### src/rtl/winit_pkg.sv
// Shared types and constants for the weight initialisation sequencer.
// Holds the FSM state enum, LFSR geometry and the feedback tap mask.
package winit_pkg;

  typedef enum logic [1:0] {
    IDLE,
    WAIT_TICK,
    WRITE,
    DONE
  } winit_state_t;

  localparam int          LFSR_W       = 16;
  localparam logic [15:0] DEFAULT_SEED = 16'hACE1;
  // Taps at bits 15, 13, 12, 10 : x^16 + x^14 + x^13 + x^11 + 1
  localparam logic [15:0] LFSR_TAPS    = 16'hB400;

  function automatic logic [LFSR_W-1:0] lfsr_next(input logic [LFSR_W-1:0] l);
    return {l[LFSR_W-2:0], ^(l & LFSR_TAPS)};
  endfunction

endpackage

### src/rtl/winit_lfsr.sv
// 16-bit Fibonacci LFSR: load has priority over step; resets to RST_VAL.
// Output q is the current register value, available the cycle after load/step.
module winit_lfsr
  import winit_pkg::*;
#(
  parameter logic [LFSR_W-1:0] RST_VAL = DEFAULT_SEED
) (
  input  logic              clk,
  input  logic              rst,
  input  logic              load,
  input  logic [LFSR_W-1:0] seed,
  input  logic              step,
  output logic [LFSR_W-1:0] q
);

  always_ff @(posedge clk or posedge rst) begin
    if (rst) begin
      q <= RST_VAL;
    end else if (load) begin
      q <= seed;
    end else if (step) begin
      q <= lfsr_next(q);
    end
  end

endmodule

### src/rtl/weight_init_seq.sv
// Writes N_WEIGHTS pseudo-random weights, one per rising edge of slow_clk.
// Optional WINIT_SCALE_EN macro: arithmetic right-shift of each weight by SHIFT.
module weight_init_seq
  import winit_pkg::*;
#(
  parameter int          ADDR_W    = 6,
  parameter int          DATA_W    = 8,
  parameter int          N_WEIGHTS = 40,
  parameter logic [15:0] SEED      = 16'hACE1,
  parameter int          SHIFT     = 2
) (
  input  logic              clk,
  input  logic              rst,
  input  logic              slow_clk,
  input  logic              start,
  output logic              busy,
  output logic              done,
  output logic              we,
  output logic [ADDR_W-1:0] waddr,
  output logic [DATA_W-1:0] wdata
);

  localparam logic [LFSR_W-1:0] EFF_SEED = (SEED == 16'd0) ? DEFAULT_SEED : SEED;
  localparam logic [ADDR_W-1:0] LAST     = ADDR_W'(N_WEIGHTS - 1);

  winit_state_t      state_q, state_d;
  logic [ADDR_W-1:0] addr_q, addr_d;
  logic              slow_d;
  logic              tick;
  logic              lfsr_load;
  logic              lfsr_step;
  logic [LFSR_W-1:0] lfsr_q;

  // slow_d resets high to match the divider's reset-high output: no tick after reset
  always_ff @(posedge clk or posedge rst) begin
    if (rst) begin
      slow_d  <= 1'b1;
      state_q <= IDLE;
      addr_q  <= '0;
    end else begin
      slow_d  <= slow_clk;
      state_q <= state_d;
      addr_q  <= addr_d;
    end
  end

  assign tick = slow_clk & ~slow_d;

  always_comb begin
    state_d   = state_q;
    addr_d    = addr_q;
    lfsr_load = 1'b0;
    lfsr_step = 1'b0;
    case (state_q)
      IDLE, DONE: begin
        if (start) begin
          lfsr_load = 1'b1;
          addr_d    = '0;
          state_d   = WAIT_TICK;
        end
      end
      WAIT_TICK: begin
        if (tick) state_d = WRITE;
      end
      WRITE: begin
        lfsr_step = 1'b1;
        if (addr_q == LAST) begin
          state_d = DONE;
        end else begin
          addr_d  = addr_q + 1'b1;
          state_d = WAIT_TICK;
        end
      end
      default: state_d = IDLE;
    endcase
  end

  winit_lfsr #(
    .RST_VAL(EFF_SEED)
  ) u_lfsr (
    .clk  (clk),
    .rst  (rst),
    .load (lfsr_load),
    .seed (EFF_SEED),
    .step (lfsr_step),
    .q    (lfsr_q)
  );

  assign we    = (state_q == WRITE);
  assign busy  = (state_q == WAIT_TICK) || (state_q == WRITE);
  assign done  = (state_q == DONE);
  assign waddr = addr_q;

`ifdef WINIT_SCALE_EN
  assign wdata = DATA_W'($signed(lfsr_q[DATA_W-1:0]) >>> SHIFT);
`else
  localparam int unused_shift = SHIFT;
  assign wdata = lfsr_q[DATA_W-1:0];
`endif

  logic unused_lfsr_hi;
  assign unused_lfsr_hi = ^(lfsr_q >> DATA_W);

endmodule

### config.mk
export PLATFORM = sky130hd
export DESIGN_NAME = weight_init_seq
export DESIGN_NICKNAME = d
export VERILOG_FILES = /design/src/rtl/winit_pkg.sv /design/src/rtl/winit_lfsr.sv /design/src/rtl/weight_init_seq.sv
export SDC_FILE = /design/constraint.sdc
export NUM_CORES = 1
export LEC_CHECK = 0
export CORE_UTILIZATION = 45
export DETAILED_ROUTE_END_ITERATION = 7
export GPL_TIMING_DRIVEN = 0
export PLACE_DENSITY_LB_ADDON = 0.25
export SLEW_MARGIN = 25
export SYNTH_ARGS = -nofsm -noshare
export SYNTH_HDL_FRONTEND = slang
export SYNTH_SLANG_ARGS = --single-unit
### constraint.sdc
create_clock -name clk -period 2.3 [get_ports clk]
set_input_delay 0.69 -clock clk [delete_from_list [all_inputs] [get_ports clk]]
set_output_delay 0.69 -clock clk [all_outputs]
set_load 0.05 [all_outputs]
==> results of run 1 <==
==> worst max-delay path: cells and delay by family (launching register included) <==
kind	cells	cell delay, ns
buffers and inverters	2	0.62
flip-flops	1	0.57
==> timing repair <==
action	CTS	global route
buffers inserted	0	0
setup endpoints to repair	14	4
endpoints found under the hold margin	0	0
resized for setup	18	4
==> cell families (layout without fill, tap and decap cells) <==
family                   Yosys count  in the layout  share of synthesized area
adder cells (fa/ha/maj)            4              4                     0.0397
multiplexers                      16             16                      0.128
XOR/XNOR                           3              3                     0.0208
buffers and inverters             18             42                     0.0833
flip-flops                        25             25                      0.505
AND/OR/NAND/NOR                   34             34                      0.133
AO/OA/AOI/OAI                     17             17                     0.0903
==> registers in the layout, summed over array words and instances, names as in the netlist <==
| register | flops |
|---|---|
| u_lfsr.q | 16 |
| waddr | 6 |
| state_q | 2 |
| slow_d | 1 |
==> final timing paths <==
kind | start | end | slack (ns) | depth (start not counted)
min in group asynchronous | rst | waddr[2] | 0.74 | 2
worst max register to register | state_q[0] | waddr[2] | 0.45 | 7
worst min-delay path | u_lfsr.q[9] | u_lfsr.q[10] | 0.52 | 2
max in group asynchronous | rst | u_lfsr.q[9] | 1.16 | 2
worst min register to register | u_lfsr.q[9] | u_lfsr.q[10] | 0.52 | 2
worst max-delay path | u_lfsr.q[7] | wdata[7] | 0.11 | 2
==> metrics by stage <==
stage	utilization	worst slack [ns]	power (uW)
after floorplan	-	0.250	1330
after global placement	0.584	-0.0670	1540
after detailed placement	0.584	-0.0809	1560
after CTS	0.586	0.0179	1710
after global routing	0.590	0.0161	1810
final	0.590	0.112	1700
==> layout make-up <==
class,instances,area share
Sequential cell,25,0.421
Multi-Input combinational cell,74,0.343
Timing Repair Buffer,20,0.125
Buffer,12,0.0545
Tap cell,30,0.0248
Clock buffer,4,0.0174
Inverter,6,0.0149
==> per-layer routing <==
layer | track usage | vias to the layer above | wire length (um)
met5 | 0 | - | 0
met4 | 0.0625 | 0 | 15
met3 | 0.0246 | 2 | 77
met2 | 0.287 | 12 | 1050
met1 | 0.240 | 419 | 1090
li1 | - | 442 | -
==> power by group through the flow <==
stage               combinational [uW]  clock [uW]  sequential [uW]
floorplan                          623           0              707
global placement                   863           0              675
detailed placement                 880           0              682
CTS                                835         207              673
global route                       908         218              688
finish                             832         193              671
==> cell usage in the layout, fill, tap and decap left out, drive strengths merged <==
cell type,instances
a21o,1
a21oi,3
a22o,3
a31o,1
a31oi,1
and2,1
and3,1
buf,12
clkbuf,5
clkdlybuf4s50,3
clkinv,1
dfrtp,16
dfstp,9
dlygate4sd2,13
dlymetal6s2s,3
ha,4
inv,5
mux2,1
mux2i,15
nand2,12
nand2b,2
nand3,2
nand3b,1
nor2,9
nor2b,1
nor3,2
nor4,1
o21ai,5
o2bb2ai,1
o31ai,1
o32ai,1
or4,2
xnor2,3
==> qor.txt, run 1 <==
WL per Instance: 13.0 um
Root buf cell: clkbuf_4
Cell area after layout: 1510 sq um
Tmin final: 2.19 ns
Hold Vio Cnt, Final: 0
Fin cells: 171
PortBufs: 20
Post-synth top flop: dfrtp_1
Setup CP Type: reg -> out
Fillers: 239
Final period utilization: 0.951
NumNets Final: 150
Fin Hold WS: 0.522 ns
P_sw: 736 uW
Combinational share of power: 0.491
Sink Count: 25
# IOs: 21
Sw frac: 0.434
Largest fanout on the critical path: 3
Post-Syn Instances: 117
Via Count: 875
Tot GR Track Use: 0.177
Reg area: 637 sq um
CP peak stage delay: 0.57 ns
Hold-fix buffer count after cts: 0
Antenna diodes: 0
Register share of total power: 0.395
Status: completed
Hold Path Class: reg -> reg
Congestion Overflow GR: 0
Mapped Avg Cell Area: 10.8 sq um
Number of global-route vias before repair: 838
Global-route wire length before repair: 3.76 mm
P&R area growth vs syn: 20.0%
Post-synth ARST share: 1.00
FF+latch count, synth: 25
RSZ-0062 raised after global routing: false
Synth unique cells: 32
FMAX: 457 MHz
Seq/Total Area, Yosys: 0.505
TritonCTS clock tree: built
Slowest cell on the critical path: dfstp_2
Post-DP HPWL: 1.64 mm
CP required: 1.61 ns
Gpl congestion: 0.785
Leakage: 0.000753 uW
Area after DPL: 1500 sq um
Starting Density: 0.491
Initial antenna violation count: 0
Drt pass-1 iters: 4
Die X: 54.9 um
ANT nets after route: 0
Via/cell ratio: 5.12
WP data arrival: 1.50 ns
Post-synth EDFFs: 0
Final WL: 2.23 mm
Crit-path cells: buf_4 > dlygate4sd2_1
Max-cap violation count: 0
Die area: 3020 sq um
Fin. max-slew vios: 0
Clock transition at the registers of the reported paths: 0.13 ns
Mapped cell area: 1260 sq um
Layout cells sized above 1: 0.213
Yosys top cell area share: 0.317
Yosys Warn Count: 0
DRC marker count from the first detailed-route iteration: 15
Largest net degree at the start of global routing: 26
Setup TNS: 0 ns
Area of the multi-input gates: 519 sq um
Clock buffer depth: 2
Worst slew pin tran: 0.870 ns
Clock Latency Late Sink: 0.31 ns
Worst vdd ir: 0.705 mV
Synth area leaders: dfrtp_1 32%, dfstp_2 19%, mux2i_1 12%, buf_4 5.4%, ha_1 4.0%
Core area: 2570 sq um
P_int: 960 uW
Post-Place Cells: 167
Clk pwr share: 0.114
Top cells by count, synth: 16 x dfrtp_1, 15 x mux2i_1, 12 x nand2_1
Syn_nets: 125
Yosys top cell by area: dfrtp_1
Cell Rows: 18
Residual DRC count: 0
Final count of negative-setup-slack endpoints: 0
Setup Skew: 0.00389 ns
Most common cell in the netlist: dfrtp_1
Worst rel slew slack: 0.417
Crit end category: output port
Power Density: 1120 nW/um^2
Htree depth: 1
CP startpoint kind: flop
CTS buffer count: 3
Die Ht: 54.9 um
Note: power is estimated with default switching activity, not from simulation.
==> run 2, diff against run 1 <==
--- a/config.mk
+++ b/config.mk
@@ -9,6 +9,7 @@
 export DETAILED_ROUTE_END_ITERATION = 7
 export GPL_TIMING_DRIVEN = 0
 export PLACE_DENSITY_LB_ADDON = 0.25
+export SETUP_SLACK_MARGIN = 0.15
 export SLEW_MARGIN = 25
 export SYNTH_ARGS = -nofsm -noshare
 export SYNTH_HDL_FRONTEND = slang
==> run 2 against run 1 <==
Against the previous run:
- clock skew fell by 0.00055 ns
- core utilization rose by 0.73 points
- first-iteration DRC count fell by 40%
- register-to-register slack improved by 0.08 ns
- maximum frequency rose by 5.1%
- final cell count did not move
- die area did not move
- largest cell class unchanged
- cell area rose by 1.2%
- critical endpoint is now done
- critical path depth did not move
==> qor.txt, run 2 (synthesis gave the netlist of run 1 again) <==
Largest fanout on the critical path: 4 (was 3)
Htree depth: 1 (unchanged)
Die X: 54.9 um (unchanged)
CP delay by family, top: flip-flops (was buffers and inverters)
Tot GR Track Use: 0.176 (was 0.177)
Final WL: 2.22 mm (was 2.23 mm)
CP required: 1.61 ns (about the same)
Final count of negative-setup-slack endpoints: 0 (unchanged)
Root buf cell: clkbuf_4 (unchanged)
Leakage: 0.000718 uW (was 0.000753 uW)
RSZ-0062 raised after global routing: false (unchanged)
Congestion Overflow GR: 0 (unchanged)
Starting Density: 0.491 (unchanged)
Cell Rows: 18 (unchanged)
CP bufs+invs: 1 (was 2)
CP peak stage delay: 0.44 ns (was 0.57 ns)
Drt pass-1 iters: 2 (was 4)
Die area: 3020 sq um (unchanged)
Antenna diodes: 0 (unchanged)
Met1 usage: 0.238 (was 0.240)
PortBufs: 20 (unchanged)
Setup TNS: 0 ns (unchanged)
Residual DRC count: 0 (unchanged)
Setup bufs post-CTS: 0 (unchanged)
Hold Path Class: reg -> reg (unchanged)
Crit-path cells: ha_1 > clkdlybuf4s15_1 (was buf_4 > dlygate4sd2_1)
Fin. max-slew vios: 0 (unchanged)
Max-cap violation count: 0 (unchanged)
Tmin final: 2.08 ns (was 2.19 ns)
Power Density: 1130 nW/um^2 (was 1120 nW/um^2)
Sink Count: 25 (unchanged)
Setup Skew: 0.00334 ns (was 0.00389 ns)
Slowest cell on the critical path: dfrtp_1 (was dfstp_2)
Cell area after layout: 1530 sq um (was 1510 sq um)
Top reg by flops: u_lfsr.q (unchanged)
ANT nets after route: 0 (unchanged)
Die Ht: 54.9 um (unchanged)
Via Count: 879 (was 875)
Status: completed (unchanged)
Global-route wire length before repair: 3.75 mm (was 3.76 mm)
CP startpoint kind: flop (unchanged)
Crit end category: output port (unchanged)
Worst vdd ir: 0.729 mV (was 0.705 mV)
Hold Vio Cnt, Final: 0 (unchanged)
GRT met3 Usage: 0.0246 (unchanged)
Max reg flops: 16 (unchanged)
Fin Hold WS: 0.520 ns (was 0.522 ns)
Layer with the highest usage: met2 (unchanged)
DRC marker count from the first detailed-route iteration: 9 (was 15)
CTS buffer count: 3 (unchanged)
Clock buffer depth: 2 (unchanged)
Commonest non-fill, non-tap cell in the layout: dfrtp_1 (unchanged)
Grt met2 use: 0.287 (unchanged)
Initial antenna violation count: 0 (unchanged)
Number of global-route vias before repair: 837 (was 838)
Commonest cells after routing, fill and taps aside: 16 x dfrtp_1, 15 x mux2i_1, 12 x nand2_1 (was 16 x dfrtp_1, 15 x mux2i_1, 13 x dlygate4sd2_1)
Core area: 2570 sq um (unchanged)
Final period utilization: 0.905 (was 0.951)
WP data arrival: 1.39 ns (was 1.50 ns)
Via/cell ratio: 5.14 (was 5.12)
# IOs: 21 (unchanged)
WL per Instance: 13.0 um (about the same)
Layout cells sized above 1: 0.262 (was 0.213)
TritonCTS clock tree: built (unchanged)
Post-DP HPWL: 1.64 mm (unchanged)
Worst slew pin tran: 0.878 ns (was 0.870 ns)
P&R area growth vs syn: 21.5% (was 20.0%)
Setup CP Type: reg -> out (unchanged)
NumNets Final: 150 (unchanged)
Gpl congestion: 0.785 (unchanged)
Clock transition at the registers of the reported paths: 0.13 ns (about the same)
Tot Pwr: 1740 uW (was 1700 uW)
Worst rel slew slack: 0.411 (was 0.417)
Area after DPL: 1500 sq um (unchanged)
Clock Latency Late Sink: 0.31 ns (about the same)
FMAX: 480 MHz (was 457 MHz)
Largest net degree at the start of global routing: 26 (unchanged)
run 2: layout make-up:
type                       instances  area, sq um
buffer                            12         82.6
clock buffer                       4         26.3
fill                             234         1030
inverter                           6         22.5
multi-input combinational         74          532
sequential                        25          637
tap                               30         37.5
timing repair buffer              20          195
run 2: worst reg2reg max path, cell delays in order (launching register included):
cell,delay [ns]
dfrtp_1,0.44
inv_1,0.11
ha_4,0.22
and2_1,0.13
buf_4,0.16
a21oi_1,0.31
nand2b_2,0.20
a22o_1,0.14
run 2: power breakdown:
part	switching [uW]	total, uW	internal [uW]
logic	530	869	338
clock network	125	193	67.7
registers	91.4	674	583
total	747	1740	989
run 2: final timing paths:
kind | startpoint | endpoint | slack, ns | cells past startpoint
worst max-delay path | state_q[0] | done | 0.22 | 2
worst min-delay path | u_lfsr.q[14] | u_lfsr.q[15] | 0.52 | 2
worst max register to register | state_q[0] | waddr[2] | 0.53 | 7
worst min register to register | u_lfsr.q[14] | u_lfsr.q[15] | 0.52 | 2
max in group asynchronous | rst | u_lfsr.q[12] | 1.15 | 2
min in group asynchronous | rst | u_lfsr.q[3] | 0.75 | 2
run 2: per-layer routing:
| metal | vias to the layer above | routed length [um] |
|---|---|---|
| met3 | 2 | 77 |
| met2 | 12 | 1030 |
| met5 | - | 0 |
| met4 | 0 | 15 |
| li1 | 440 | - |
| met1 | 425 | 1100 |
run 2: what timing repair did:
item | CTS | global route
hold buffers | 0 | 0
pin swaps | 0 | 0
gates resized for setup | 33 | 3
setup endpoints to repair | 17 | 2
run 2: metrics by stage:
step	util	instances	worst slack [ns]
after global routing	0.597	171	0.163
after CTS	0.592	171	0.168
final	0.597	171	0.218
after floorplan	-	117	0.250
after detailed placement	0.584	167	-0.0809
after global placement	0.584	167	-0.0670
==> edit 1, RTL diff (config.mk and constraints of run 1) <==
Register the outputs `busy`, `done`, `we` and `wdata`, cleared by the reset; this adds one clock of latency there. The other outputs are not delayed to match.
--- a/src/rtl/weight_init_seq.sv
+++ b/src/rtl/weight_init_seq.sv
@@ -87,7 +87,4 @@
   );
 
-  assign we    = (state_q == WRITE);
-  assign busy  = (state_q == WAIT_TICK) || (state_q == WRITE);
-  assign done  = (state_q == DONE);
   assign waddr = addr_q;
 
@@ -96,5 +93,17 @@
 `else
   localparam int unused_shift = SHIFT;
-  assign wdata = lfsr_q[DATA_W-1:0];
+  always_ff @(posedge clk or posedge rst) begin
+    if (rst) begin
+      busy  <= '0;
+      done  <= '0;
+      we    <= '0;
+      wdata <= '0;
+    end else begin
+      busy  <= (state_q == WAIT_TICK) || (state_q == WRITE);
+      done  <= (state_q == DONE);
+      we    <= (state_q == WRITE);
+      wdata <= lfsr_q[DATA_W-1:0];
+    end
+  end
 `endif
 
Formal check against the unedited RTL: not equivalent (Yosys sat finds a counterexample within 4 cycles, from zero or initial values and one cycle with rst high).
==> edit 1 against run 1 <==
Worst setup slack got worse by 0.061 ns. Power rose by 29%. Area after synthesis rose by 17%. Largest power group is now registers. Sequential power rose by 38%. Highest routed layer unchanged. Critical endpoint is now waddr[5]. Final area rose by 20%. Cell count rose by 12%. Sequential cell count rose by 11. Wire length rose by 11%. Non-clock buffer count fell by 8.
==> edit 1: results (changes against run 1) <==
| Parameter | This run | vs run 1 |
|---|---|---|
| Synth unique cells | 32 | unchanged |
| Worst setup slack after placement | 0.1394 ns | was -0.08092 ns |
| Root buffer selected by CTS | clkbuf_4 | unchanged |
| Total number of H-tree levels | 2 | was 1 |
| Clock latency on the worst-skew pair | 0.34 ns | was 0.31 ns |
| Number of placed cells counting well taps | 184 | was 167 |
| Drt total wl | 2.467 mm | was 2.230 mm |
| Antenna Cells | 0 | unchanged |
| Leakage power | 0.8268 nW | was 0.7528 nW |
| Critical path's top delay family | buffers and inverters | unchanged |
| Run status | finished clean | unchanged |
| Synth Net Count | 128 | was 125 |
| Most used flip-flop cell after synthesis | dfrtp_1 | unchanged |
| Number of iterations in the first detailed-routing pass | 2 | was 4 |
| Hpwl dp | 1.700 mm | was 1.638 mm |
| Arrival time at the worst endpoint | 1.56 ns | was 1.50 ns |
| Max stage delay on crit path | 0.82 ns | was 0.57 ns |
| All-Layer GR Usage | 17.23% | was 17.65% |
| Final cell count without fillers | 192 | was 171 |
| Clock transition time at the flip-flop clock pins of the worst setup and hold paths | 0.11 ns | was 0.13 ns |
| TNS Setup | 0 ns | unchanged |
| Count of nets after finishing | 155 | was 150 |
| Top cells by instance count after synthesis | 27 x dfrtp_1, 16 x mux2i_1, 13 x nand2_1 | was 16 x dfrtp_1, 15 x mux2i_1, 12 x nand2_1 |
| Final-layout fill cell count | 274 | was 239 |
| Worst clock skew on the final layout | 0.005874 ns | was 0.003892 ns |
| Gate count of the mapped netlist | 120 | was 117 |
| Number of DRC markers in iteration 0 | 57 | was 15 |
| Largest vdd supply drop | 0.5623 mV | was 0.7045 mV |
| Vias in the first global route | 991 | was 838 |
| Post-placement cell area | 0.001735 mm2 | was 0.001499 mm2 |
| Ratio of cells with drive above 1 in the final layout | 15.54% | was 21.28% |
| Ranking of synthesized cells by area | dfrtp_1 46%, dfstp_2 16%, mux2i_1 11%, ha_1 3.4%, nand2_1 3.3% | was dfrtp_1 32%, dfstp_2 19%, mux2i_1 12%, buf_4 5.4%, ha_1 4.0% |
| Slew at the pin with the worst max-slew slack | 0.6914 ns | was 0.8696 ns |
| Reported net switching power | 826.3 uW | was 736.4 uW |
| Routability-driven placement congestion ratio | 0.8002 | was 0.7846 |
| Total CTS buffers | 5 | was 3 |
| First-pass GRT wire length | 4.305 mm | was 3.760 mm |
| Largest fanout on the critical path | 4 | was 3 |
| Slowest-stage cell, CP | clkdlybuf4s50_1 | was dfstp_2 |
| Seq/Total Area, Yosys | 61.62% | was 50.50% |
| Overall via count from detail_route | 958 | was 875 |
| Pin count of the biggest net entering global routing | 37 | was 26 |
edit 1: worst paths after layout:
path	startpoint	end	slack, ns	cells after the start
max reg2reg	state_q[0]	waddr[3]	0.52	7
min reg2reg	u_lfsr.q[0]	wdata[0]	0.42	0
min in group asynchronous	rst	state_q[0]	0.77	2
min	u_lfsr.q[0]	wdata[0]	0.42	0
max	waddr[5]	waddr[5]	0.05	1
max in group asynchronous	rst	wdata[4]	1.09	2
edit 1: logic make-up (layout without fill, tap and decap cells):
group,count (synthesis),count (layout),synth area share [%]
AOI/OAI and AO/OA,16,16,8.032
xor gates and xnor gates,3,3,1.775
adders and majority gates,4,4,3.381
buffers and inverters,10,38,3.296
DFF,36,36,61.62
muxes,16,16,10.82
and+or+nand+nor,35,35,11.08
edit 1: timing repair:
item / in CTS / in global routing
buffers inserted: 0 / 0
gates resized for setup: 3 / 2
setup endpoints to repair: 3 / 2
edit 1: layout make-up:
class,count,area (um2),share of cell area (%)
plain buffers,4,26.28,1.449
clock buffers,6,41.29,2.277
clock inverters,2,35.03,1.932
inverters,6,22.52,1.242
multi-input cells,74,519.2,28.64
flip-flops and latches,36,912.1,50.31
well taps,44,55.05,3.037
repair buffers,20,201.4,11.11
edit 1: power by group through the flow:
stage	logic [mW]	clock network, mW	registers [mW]
after floorplan	0.382	0	1.15
after global placement	0.820	0	0.935
after detailed placement	0.838	0	0.942
after CTS	0.843	0.444	0.930
after global routing	0.914	0.461	0.946
final	0.830	0.431	0.927
edit 1: per-layer routing:
| metal | global-route usage (%) | vias up | part of all wire [%] |
|---|---|---|---|
| met5 | 0 | - | 0 |
| met4 | 8.163 | 0 | 1.8 |
| met3 | 6.332 | 7 | 4.2 |
| met2 | 27.93 | 16 | 50 |
| met1 | 20.23 | 474 | 44 |
| li1 | - | 461 | - |
==> edit 2, RTL diff (flow settings as in run 1) <==
Made on the original files. The option `WINIT_SCALE_EN` is turned on by a define.
--- a/src/rtl/weight_init_seq.sv
+++ b/src/rtl/weight_init_seq.sv
@@ -1,4 +1,6 @@
 // Writes N_WEIGHTS pseudo-random weights, one per rising edge of slow_clk.
 // Optional WINIT_SCALE_EN macro: arithmetic right-shift of each weight by SHIFT.
+`define WINIT_SCALE_EN
+
 module weight_init_seq
   import winit_pkg::*;
Behaviour: not the same (Yosys sat finds a counterexample within 4 cycles, from zero or initial values and one cycle with rst high).
==> edit 2 against run 1 <==
Non-clock buffer count rose by 4. Final area rose by 12%. First-iteration DRC count rose by 130%. Sequential cell count did not move. Area after synthesis rose by 14%. Wire length rose by 21%. Critical path depth fell by 1. Die area rose by 13%. Power rose by 7.0%. Count of clock-buffer cells in the layout fell by 1. Combinational power rose by 12%. Worst setup slack got worse by 0.025 ns. Critical endpoint is now waddr[2]. Largest power group unchanged.
==> edit 2: results (changes against run 1) <==
| Parameter | This run | vs run 1 |
|---|---|---|
| Run status | finished clean | unchanged |
| Largest vdd supply drop | 0.5299 mV | was 0.7045 mV |
| Internal reg-to-reg setup slack | 0.65 ns | was 0.45 ns |
| Vias in the first global route | 1033 | was 838 |
| Ratio of cells with drive above 1 in the final layout | 22.01% | was 21.28% |
| XOR/XNOR share of the synthesized area | 1.828% | was 2.083% |
| Synthesized-area fraction occupied by ao, oa, aoi and oai cells | 9.922% | was 9.028% |
| Post-placement cell area | 0.001683 mm2 | was 0.001499 mm2 |
| Top cells by instance count after synthesis | 16 x dfrtp_1, 16 x mux2i_1, 10 x nor2_1 | was 16 x dfrtp_1, 15 x mux2i_1, 12 x nand2_1 |
| Hpwl dp | 1.950 mm | was 1.638 mm |
| Seq/Total Area, Yosys | 44.30% | was 50.50% |
| Ranking of synthesized cells by area | dfrtp_1 28%, dfstp_2 16%, mux2i_1 11%, buf_4 4.7%, ha_1 3.5% | was dfrtp_1 32%, dfstp_2 19%, mux2i_1 12%, buf_4 5.4%, ha_1 4.0% |
| Final-layout fill cell count | 296 | was 239 |
| Highest achievable clock rate | 451.9 MHz | was 457.0 MHz |
| Routability-driven placement congestion ratio | 0.7799 | was 0.7846 |
| First-pass GRT wire length | 4.623 mm | was 3.760 mm |
| Switching power as a share of total power | 43.58% | was 43.41% |
| Capture instance of the worst register-to-register path | waddr[5] | was waddr[2] |
| Leakage power | 0.7395 nW | was 0.7528 nW |
| Synth Net Count | 143 | was 125 |
| Count of nets after finishing | 168 | was 150 |
| Beginning of the worst hold path | u_lfsr.q[14] | was u_lfsr.q[9] |
| Most flop-heavy register | u_lfsr.q | unchanged |
| Comb pwr share | 51.1% | was 49.1% |
| Fraction of synthesized area in multiplexers | 11.14% | was 12.80% |
| Capture point of the worst path | waddr[2] | was wdata[7] |
| Slowest-stage cell, CP | clkdlybuf4s50_1 | was dfstp_2 |
| Largest fanout on the critical path | 2 | was 3 |
| Hold Crit Endpoint | u_lfsr.q[15] | was u_lfsr.q[10] |
| Part of the total power dissipated in the clock network | 11.2% | was 11.4% |
| Number of DRC markers in iteration 0 | 34 | was 15 |
| Routed via count divided by cell count | 5.123 | was 5.117 |
| Max-slew headroom | 41.74% | was 41.67% |
| Worst clock skew on the final layout | 0.007198 ns | was 0.003892 ns |
| Reported net switching power | 791.1 uW | was 736.4 uW |
| Reg2reg path depth | 5 | was 7 |
| Synth unique cells | 40 | was 32 |
| Mean instance size in the synthesized netlist | 10.65 um2 | was 10.78 um2 |
| Drt total wl | 2.688 mm | was 2.230 mm |
| Average wire per standard cell | 13.24 um | was 13.04 um |
| Max stage delay on crit path | 0.81 ns | was 0.57 ns |
| Worst-case hold slack | 0.5290 ns | was 0.5215 ns |
[edit 2: cell type report]
| class | count | area (um2) | area share, % |
|---|---|---|---|
| buffer | 16 | 136.4 | 8.009 |
| sequential | 25 | 636.9 | 37.40 |
| tap | 44 | 55.05 | 3.233 |
| timing repair buffer | 20 | 180.2 | 10.58 |
| clock buffer | 3 | 22.52 | 1.323 |
| clock inverter | 1 | 7.507 | 0.4409 |
| inverter | 7 | 26.28 | 1.543 |
| multi-input combinational | 87 | 638.1 | 37.47 |
[edit 2: what timing repair did]
action	4_1_cts	5_1_grt
endpoints found under the setup margin	16	4
resized for setup	20	4
setup buffers	0	1
[edit 2: layer usage]
metal / up-vias / part of all wire (%) / track usage (%) / wire length, um
met3: 2 / 2.4 / 2.637 / 65
met1: 508 / 47 / 22.93 / 1267
li1: 517 / - / - / -
met5: - / 0 / 0 / 0
met4: 0 / 0.33 / 4.422 / 9
met2: 13 / 50 / 31.53 / 1346
